===== src/rtl/imem_loader.sv =====
// imem_loader: parses a framed byte stream (16-bit LE word count, LE program
//   words, optional XOR checksum byte) and writes 32-bit words to the imem.
// Latency: one word write (mem_we) is registered on the edge that accepts its
//   4th byte. Backpressure: in_ready is low outside the header/data/checksum
//   states; an idle stream (in_valid=0) stalls the FSM indefinitely.
// Ports: clk, reset (async, active-low); start pulse; in_valid/in_ready/in_data
//   byte stream; mem_we/mem_addr/mem_wdata write port; busy, done, error
//   (sticky until next start), words_written.
// Optional: define IMEM_LOADER_CHECKSUM_EN to require a trailing XOR byte.
module imem_loader #(
  parameter int BASE_ADDR = 4,
  parameter int MEM_DEPTH = 64,
  parameter int ADDR_STEP = 4
) (
  input  logic        clk,
  input  logic        reset,
  input  logic        start,
  input  logic        in_valid,
  input  logic [7:0]  in_data,
  output logic        in_ready,
  output logic        mem_we,
  output logic [31:0] mem_addr,
  output logic [31:0] mem_wdata,
  output logic        busy,
  output logic        done,
  output logic        error,
  output logic [15:0] words_written
);

  localparam logic [2:0] S_IDLE   = 3'd0;
  localparam logic [2:0] S_HDR_LO = 3'd1;
  localparam logic [2:0] S_HDR_HI = 3'd2;
  localparam logic [2:0] S_DATA   = 3'd3;
  localparam logic [2:0] S_DONE   = 3'd5;
  localparam logic [2:0] S_ERR    = 3'd6;
`ifdef IMEM_LOADER_CHECKSUM_EN
  localparam logic [2:0] S_CHK    = 3'd4;
  localparam logic [2:0] S_FIN    = S_CHK;   // state entered once the payload ends
`else
  localparam logic [2:0] S_FIN    = S_DONE;
`endif

  logic [2:0]  state_q, state_d;
  logic [15:0] cnt_q, cnt_d;
  logic [1:0]  lane_q, lane_d;
  logic [23:0] part_q, part_d;      // lanes 0..2 of the word being assembled
  logic [31:0] addr_q, addr_d;      // address of the next word to write
  logic [31:0] wr_addr_q, wr_addr_d;
  logic [31:0] wr_data_q, wr_data_d;
  logic        we_q, we_d;
  logic        active_q, active_d;  // drives both in_ready and busy
  logic        done_q, done_d;
  logic        err_q, err_d;
  logic [15:0] nwr_q, nwr_d;
`ifdef IMEM_LOADER_CHECKSUM_EN
  logic [7:0]  csum_q, csum_d;
`endif

  logic        take;
  logic [15:0] hdr_cnt;
  logic [31:0] last_addr;

  assign take      = in_valid & active_q;
  assign hdr_cnt   = {in_data, cnt_q[7:0]};
  // Address of the final word for the count in the header; only meaningful
  // for hdr_cnt != 0, which is checked first.
  assign last_addr = 32'(BASE_ADDR) + (32'(hdr_cnt) - 32'd1) * 32'(ADDR_STEP);

  always_comb begin
    state_d   = state_q;
    cnt_d     = cnt_q;
    lane_d    = lane_q;
    part_d    = part_q;
    addr_d    = addr_q;
    wr_addr_d = wr_addr_q;
    wr_data_d = wr_data_q;
    we_d      = 1'b0;
    nwr_d     = nwr_q;
`ifdef IMEM_LOADER_CHECKSUM_EN
    csum_d    = csum_q;
`endif
    case (state_q)
      S_IDLE, S_DONE, S_ERR: begin
        if (start) begin
          state_d = S_HDR_LO;
          nwr_d   = '0;
          addr_d  = 32'(BASE_ADDR);
`ifdef IMEM_LOADER_CHECKSUM_EN
          csum_d  = '0;
`endif
        end
      end
      S_HDR_LO: begin
        if (take) begin
          cnt_d[7:0] = in_data;
          state_d    = S_HDR_HI;
        end
      end
      S_HDR_HI: begin
        if (take) begin
          cnt_d = hdr_cnt;
          if (hdr_cnt == 16'd0) begin
            state_d = S_FIN;
          end else if (last_addr > 32'(MEM_DEPTH - 1)) begin
            state_d = S_ERR;
          end else begin
            state_d = S_DATA;
            lane_d  = 2'd0;
          end
        end
      end
      S_DATA: begin
        if (take) begin
          lane_d = lane_q + 2'd1;
          case (lane_q)
            2'd0: part_d[7:0]   = in_data;
            2'd1: part_d[15:8]  = in_data;
            2'd2: part_d[23:16] = in_data;
            default: begin
              we_d      = 1'b1;
              wr_data_d = {in_data, part_q};
              wr_addr_d = addr_q;
              addr_d    = addr_q + 32'(ADDR_STEP);
              nwr_d     = nwr_q + 16'd1;
              if (nwr_q + 16'd1 == cnt_q) state_d = S_FIN;
            end
          endcase
        end
      end
`ifdef IMEM_LOADER_CHECKSUM_EN
      S_CHK: begin
        if (take) state_d = (in_data == csum_q) ? S_DONE : S_ERR;
      end
`endif
      default: state_d = S_IDLE;
    endcase
`ifdef IMEM_LOADER_CHECKSUM_EN
    // Header and data bytes feed the checksum; the checksum byte itself does not.
    if (take && (state_q == S_HDR_LO || state_q == S_HDR_HI || state_q == S_DATA))
      csum_d = csum_q ^ in_data;
`endif
    active_d = (state_d == S_HDR_LO) || (state_d == S_HDR_HI) || (state_d == S_DATA)
`ifdef IMEM_LOADER_CHECKSUM_EN
               || (state_d == S_CHK)
`endif
               ;
    // Sticky flags simply track the terminal state; a start leaves it.
    done_d = (state_d == S_DONE);
    err_d  = (state_d == S_ERR);
  end

  always_ff @(posedge clk or negedge reset) begin
    if (!reset) begin
      state_q   <= S_IDLE;
      cnt_q     <= '0;
      lane_q    <= '0;
      part_q    <= '0;
      addr_q    <= '0;
      wr_addr_q <= '0;
      wr_data_q <= '0;
      we_q      <= 1'b0;
      active_q  <= 1'b0;
      done_q    <= 1'b0;
      err_q     <= 1'b0;
      nwr_q     <= '0;
`ifdef IMEM_LOADER_CHECKSUM_EN
      csum_q    <= '0;
`endif
    end else begin
      state_q   <= state_d;
      cnt_q     <= cnt_d;
      lane_q    <= lane_d;
      part_q    <= part_d;
      addr_q    <= addr_d;
      wr_addr_q <= wr_addr_d;
      wr_data_q <= wr_data_d;
      we_q      <= we_d;
      active_q  <= active_d;
      done_q    <= done_d;
      err_q     <= err_d;
      nwr_q     <= nwr_d;
`ifdef IMEM_LOADER_CHECKSUM_EN
      csum_q    <= csum_d;
`endif
    end
  end

  assign in_ready      = active_q;
  assign busy          = active_q;
  assign mem_we        = we_q;
  assign mem_addr      = wr_addr_q;
  assign mem_wdata     = wr_data_q;
  assign done          = done_q;
  assign error         = err_q;
  assign words_written = nwr_q;

endmodule


===== config.mk =====
export PLATFORM = sky130hd
export DESIGN_NAME = imem_loader
export DESIGN_NICKNAME = d
export VERILOG_FILES = /design/src/rtl/imem_loader.sv
export SDC_FILE = /design/constraint.sdc
export NUM_CORES = 1
export LEC_CHECK = 0
export ABC_CLOCK_PERIOD_IN_PS = 3800
export BUFFER_PORTS_ARGS = -buffer_cell sky130_fd_sc_hd__buf_2
export CAP_MARGIN = 20
export CORE_MARGIN = 3
export CORE_UTILIZATION = 25
export DETAILED_ROUTE_END_ITERATION = 10
export PLACE_DENSITY = 0.51
export SKIP_LAST_GASP = 1
export SYNTH_ARGS = -nofsm -noshare
export SYNTH_HDL_FRONTEND = slang
export SYNTH_SLANG_ARGS = --single-unit

===== constraint.sdc =====
create_clock -name clk -period 3.8 [get_ports clk]
set_input_delay 0.57 -clock clk [delete_from_list [all_inputs] [get_ports clk]]
set_output_delay 0.57 -clock clk [all_outputs]
set_load 0.05 [all_outputs]

==> results of run 1 <==
## metal layers
layer | wire (um) | global-route usage, %
met1 | 10200 | 17.3
met2 | 9160 | 19.0
met3 | 727 | 3.07
met4 | 406 | 4.41
met5 | 0 | 0
## power breakdown
part / switching (mW) / internal, mW / leakage [nW]
clock network: 0.670 / 1.16 / 0.309
registers: 0.385 / 2.07 / 2.10
logic: 1.48 / 0.703 / 2.06
total: 2.53 / 3.93 / 4.47
## metrics by stage
stage / std cells / utilization [%]
3_3_place_gp: 1292 / 28.2
3_5_place_dp: 1292 / 28.2
2_1_floorplan: 841 / -
6_report: 1322 / 30.3
4_1_cts: 1322 / 30.3
5_1_grt: 1322 / 30.3
## state kept, by name (all words and copies together) (netlist names), 2 cells and up
name / count
addr_q: 30
cnt_q: 16
lane_q: 2
mem_addr: 30
mem_wdata: 32
part_q: 24
state_q: 3
words_written: 16
## synth_stat cells (all sizes together), types with 3 or more instances
| library cell | count |
|---|---|
| o22ai | 4 |
| mux2i | 3 |
| ha | 7 |
| nand3 | 27 |
| a211oi | 3 |
| clkbuf | 34 |
| dfrtp | 157 |
| mux2 | 35 |
| a31oi | 5 |
| nand2b | 6 |
| nand4 | 12 |
| nor4 | 15 |
| or3 | 8 |
| a21oi | 19 |
| and3 | 9 |
| inv | 15 |
| or2 | 6 |
| o2111ai | 4 |
| xor2 | 29 |
| nor2 | 51 |
| or4 | 9 |
| and2 | 3 |
| xnor2 | 26 |
| nand2 | 230 |
| and4 | 3 |
| o31ai | 10 |
| nand4b | 4 |
| o21ai | 43 |
| nand3b | 3 |
| buf | 17 |
| nor3 | 10 |
## worst max-delay path by stage
| stage | startpoint | slack, ns | end |
|---|---|---|---|
| 3_3_place_gp | cnt_q[0] | 0.65 | lane_q[1] |
| 6_report | cnt_q[0] | 0.54 | error |
| 5_1_grt | cnt_q[0] | 0.32 | error |
| 3_5_place_dp | cnt_q[0] | 0.55 | error |
| 2_1_floorplan | cnt_q[0] | 0.81 | lane_q[1] |
| 4_1_cts | cnt_q[0] | 0.54 | error |
## final cells by class
type | count | area, sq um | share of cell area, %
Sequential cell | 157 | 3930 | 42.3
Timing Repair Buffer | 106 | 567 | 6.11
Multi-Input combinational cell | 618 | 3610 | 38.9
Inverter | 15 | 56.3 | 0.607
Clock inverter | 7 | 135 | 1.46
Clock buffer | 23 | 488 | 5.26
Tap cell | 396 | 495 | 5.34
## logic make-up after synthesis
kind of cell | after synthesis | synth area share (%)
buf+inv | 66 | 3.62
other cells | 1 | 0.0480
flops | 157 | 50.3
fa+ha+maj | 7 | 1.12
xor+xnor | 56 | 6.47
mux | 38 | 5.43
simple gates | 403 | 23.8
compound gates | 112 | 9.26
==> results.py, run 1 <==
metrics = {
    "floorplanning": {
        "start_util_pct": 25.5,
        "std_cell_rows": 64,
        "core_sq_um": 30700,
        "die_area_sq_um": 33400,
        "die_w_um": 183,
        "die-height_um": 183,
        "io-pin-count": 97,
    },
    "outcome": {
        "status": "complete, no violations",
    },
    "detailed_routing": {
        "drt-initial-drc-count": 364,
        "wl_mm": 20.4,
        "drtPass1Iterations": 4,
        "drc_errors": 0,
        "via_per_inst": 4.67,
        "wl_per_cell_um": 15.5,
        "num_vias": 6178,
        "antenna_left": 0,
    },
    "cts": {
        "cts_buffers": 17,
        "cts_resized": 0,
        "post_cts_buffers": 0,
        "cts_tree": "done",
        "cts.sinks": 157,
        "cts-root-buf": "clkbuf_16",
        "clock_path_buffers": 2,
        "htree_levels": 4,
        "clock_latency_ns": 0.43,
        "hold_buffers": 0,
        "clk_pin_slew_worst_paths_ns": 0.06,
    },
    "worst_hold_path": {
        "hp-class": "primary input to async pin",
    },
    "logic_synthesis": {
        "synth_top_area_share_pct": 50.3,
        "ys_ff_latch": 157,
        "yosysWarnings": 0,
        "synthCells": 840,
        "yosys-top-cells-area": "dfrtp_1, nand2_1, mux2_2, xor2_1, xnor2_1",
        "syn-mean-instance-area_sq_um": 9.30,
        "synth.distinct_cells": 70,
        "seq_area_frac_synth_pct": 50.3,
        "ys_async_sr_fraction_pct": 100,
        "synth_area_sq_um": 7810,
        "synth_top_cell_by_area": "dfrtp_1",
        "synth_flop_cell": "dfrtp_1",
        "synth_edf_count": 0,
    },
    "worst_setup_path": {
        "path_class": "flop to flop",
        "r2r_start": "cnt_q[0]",
        "path_buf_inv": 1,
        "rrSetupSlack_ns": 0.54,
        "rr_worst_depth": 10,
        "crit_chain": "inv_1, ha_1, or4b_2, or4_1, a22oi_1, nand4b_1, mux2i_1, a211o_1, o21ai_2, a21boi_0",
        "endpoint_kind": "flop",
        "startpoint_type": "flop",
        "cp.depth": 10,
        "critPathArrivalTime_ns": 3.54,
        "slowest_delay_ns": 0.67,
        "required_ns": 4.08,
        "critPathSlowestCell": "or4b_2",
        "r2r_end": "error",
        "path_delay_family": "simple AND/OR/NAND/NOR gates",
        "cp_max_fo": 9,
    },
    "global_routing": {
        "grt_max_degree": 88,
        "grt_pass1_wl_mm": 33.2,
        "grt_overflow": 0,
        "track_usage_pct": 12.5,
        "grt_pass1_vias": 6010,
        "antenna_found_initial": 0,
    },
    "placed_design": {
        "hpwl_mm": 14.2,
        "dpl-instance-area_sq_um": 8660,
        "gp_congestion": 0.853,
        "pre_cts_ws_ns": 0.548,
        "portBuffers": 94,
    },
    "final_layout": {
        "final_cell_area_sq_um": 9280,
        "final_cell_mix": "nand2_1, dfrtp_1, buf_2",
        "drive_above_1_share_pct": 20.3,
        "antenna_cells": 0,
        "nFillCells": 3244,
        "nets": 934,
        "area_growth_pct": 18.8,
        "final_common_cell": "nand2_1",
    },
    "power_and_ir_drop": {
        "p_leak_nw": 4.47,
        "power.total_mw": 6.46,
        "peakVddDrop_mv": 0.267,
        "power_density_nw_per_um2": 697,
    },
    "sta": {
        "worstMarginPinSlew_ns": 0.951,
        "fin_crit_ns": 3.26,
        "setup_viol": 0,
        "finalMaxSlewViolations": 0,
        "relSlewSlack_pct": 36.6,
        "finalCritPeriodShare_pct": 85.7,
        "final.setup.tns_ns": 0,
        "rsz0062_at_grt": "false",
        "max_freq_ghz": 0.307,
        "finalHoldViolations": 0,
        "worst_clock_skew_ns": 0.00837,
        "finalWorstSetupSlack_ns": 0.545,
        "hold_slack_ns": 0.160,
    },
    "job": {
        "cap_violations": 0,
    },
}
Note: power is estimated with default switching activity, not from simulation.
==> run 2: changes to the inputs <==
--- a/config.mk
+++ b/config.mk
@@ -6,12 +6,13 @@
 export NUM_CORES = 1
 export LEC_CHECK = 0
 export ABC_CLOCK_PERIOD_IN_PS = 3800
-export BUFFER_PORTS_ARGS = -buffer_cell sky130_fd_sc_hd__buf_2
 export CAP_MARGIN = 20
 export CORE_MARGIN = 3
 export CORE_UTILIZATION = 25
+export CTS_BUF_LIST = sky130_fd_sc_hd__clkbuf_8
 export DETAILED_ROUTE_END_ITERATION = 10
-export PLACE_DENSITY = 0.51
+export DONT_BUFFER_PORTS = 1
+export PLACE_DENSITY = 0.48
 export SKIP_LAST_GASP = 1
 export SYNTH_ARGS = -nofsm -noshare
 export SYNTH_HDL_FRONTEND = slang
==> run 2 against run 1 <==
  * The run now ends with hold timing left
  * Sequential share of layout area rose by 2.9 points
  * Wire length rose by 0.38%
  * Worst setup slack got worse by 0.084 ns
  * Critical endpoint is now lane_q[1]
  * Largest cell class unchanged
  * Largest power group unchanged
==> results.py, run 2 (synthesized netlist as in run 1, its figures left out) <==
metrics = {
    "cts": {
        "cts.sinks": 157,
        "cts_buffers": 17,
        "post_cts_buffers": 0,
        "cts-root-buf": "clkbuf_8",
        "clock_latency_ns": 0.46,
        "clk_pin_slew_worst_paths_ns": 0.09,
        "htree_levels": 4,
        "cts_tree": "done",
        "cts_resized": 0,
        "clock_path_buffers": 2,
    },
    "detailed_routing": {
        "via_per_inst": 4.63,
        "num_vias": 5740,
        "drc_errors": 0,
        "wl_per_cell_um": 16.5,
        "drtPass1Iterations": 4,
        "antenna_left": 0,
        "drt-initial-drc-count": 379,
        "wl_mm": 20.5,
    },
    "worst_setup_path": {
        "critPathSlowestCell": "or4b_2",
        "required_ns": 4.13,
        "crit_chain": "inv_1, ha_1, or4b_2, or4_1, a22oi_1, nand4b_1, mux2i_1, a211o_1, o31ai_1, o21ai_1",
        "endpoint_kind": "flop",
        "startpoint_type": "flop",
        "critPathArrivalTime_ns": 3.67,
        "rr_worst_depth": 10,
        "slowest_delay_ns": 0.67,
        "cp_max_fo": 9,
        "path_class": "flop to flop",
    },
    "sta": {
        "worst_clock_skew_ns": 0.00880,
        "final.setup.tns_ns": 0,
        "setup_viol": 0,
        "relSlewSlack_pct": 34.0,
        "finalMaxSlewViolations": 0,
        "worstMarginPinSlew_ns": 0.989,
        "hold_slack_ns": -0.207,
        "rsz0062_at_grt": "false",
        "finalHoldViolations": 157,
        "max_freq_ghz": 0.299,
        "fin_crit_ns": 3.34,
        "finalCritPeriodShare_pct": 87.9,
    },
    "final_layout": {
        "area_growth_pct": 11.3,
        "final_cell_mix": "nand2_1, dfrtp_1, nor2_1",
        "nFillCells": 3254,
        "largest_register_ff_count": 32,
        "final_cell_area_sq_um": 8690,
        "nets": 850,
        "drive_above_1_share_pct": 12.8,
        "antenna_cells": 0,
        "final_common_cell": "nand2_1",
    },
    "placed_design": {
        "dpl-instance-area_sq_um": 8250,
        "portBuffers": 0,
        "hpwl_mm": 13.7,
        "gp_congestion": 0.814,
    },
    "floorplanning": {
        "io-pin-count": 97,
        "die_w_um": 183,
        "die_area_sq_um": 33400,
        "core_sq_um": 30700,
        "std_cell_rows": 64,
        "start_util_pct": 25.5,
        "die-height_um": 183,
    },
    "power_and_ir_drop": {
        "power.total_mw": 5.80,
        "p_leak_nw": 3.95,
        "peakVddDrop_mv": 0.245,
        "power_density_nw_per_um2": 667,
    },
    "worst_hold_path": {
        "hp-class": "primary input to async pin",
    },
    "outcome": {
        "violations": "hold timing",
        "status": "complete, but fails checks",
    },
    "global_routing": {
        "track_usage_pct": 12.4,
        "grt_pass1_vias": 5652,
        "antenna_found_initial": 0,
        "grt_max_degree": 158,
        "grt_overflow": 0,
        "grt_pass1_wl_mm": 32.9,
    },
    "job": {
        "cap_violations": 0,
    },
}
-- run 2: worst paths after layout --
check	start	to	slack [ns]
max reg2reg	cnt_q[0]	lane_q[1]	0.46
max in group asynchronous	reset	lane_q[1]	3.79
min reg2reg	part_q[13]	mem_wdata[13]	0.46
min in group clk	in_data[0]	mem_wdata[24]	0.22
min	reset	mem_addr[4]	-0.21
max	cnt_q[0]	lane_q[1]	0.46
-- run 2: metrics by stage --
| step | hold WS (ns) | cells | setup WS, ns | util, % |
|---|---|---|---|---|
| after global placement | 0.278 | 1208 | 0.637 | 26.9 |
| final | -0.207 | 1240 | 0.461 | 28.3 |
| after detailed placement | 0.278 | 1208 | 0.544 | 26.9 |
| after global routing | -0.255 | 1240 | 0.279 | 28.3 |
| after floorplan | 0.274 | 841 | 0.812 | - |
| after CTS | -0.257 | 1240 | 0.491 | 28.3 |
-- run 2: area by class of cell --
type                            count  area (sq um)  area share [%]
Tap cell                          396           495            5.70
Inverter                           15          56.3           0.648
Clock buffer                       18           248            2.85
Clock inverter                     14           191            2.20
Sequential cell                   157          3930            45.2
Multi-Input combinational cell    618          3610            41.5
Timing Repair Buffer               22           165            1.90
-- run 2: per-layer routing --
layer | vias to the layer above | global-route usage, % | part of all wire (%)
li1 | 2856 | - | -
met1 | 2793 | 17.0 | 47
met2 | 81 | 19.1 | 46
met3 | 10 | 3.91 | 5.7
met4 | 0 | 3.42 | 1.1
met5 | - | 0 | 0
-- run 2: power by group --
part	internal [mW]	switching [mW]
Combinational	0.583	0.764
Sequential	2.05	1.01
Clock	0.734	0.657
Total	3.37	2.43
-- run 2: worst max-delay path: cells and delay by family (launching register included) --
family	cells	cell delay, ns
AOI/OAI and AO/OA	4	0.92
adders and majority gates	1	0.30
buffers and inverters	1	0.11
DFF	1	0.48
muxes	1	0.15
and+or+nand+nor	3	1.25
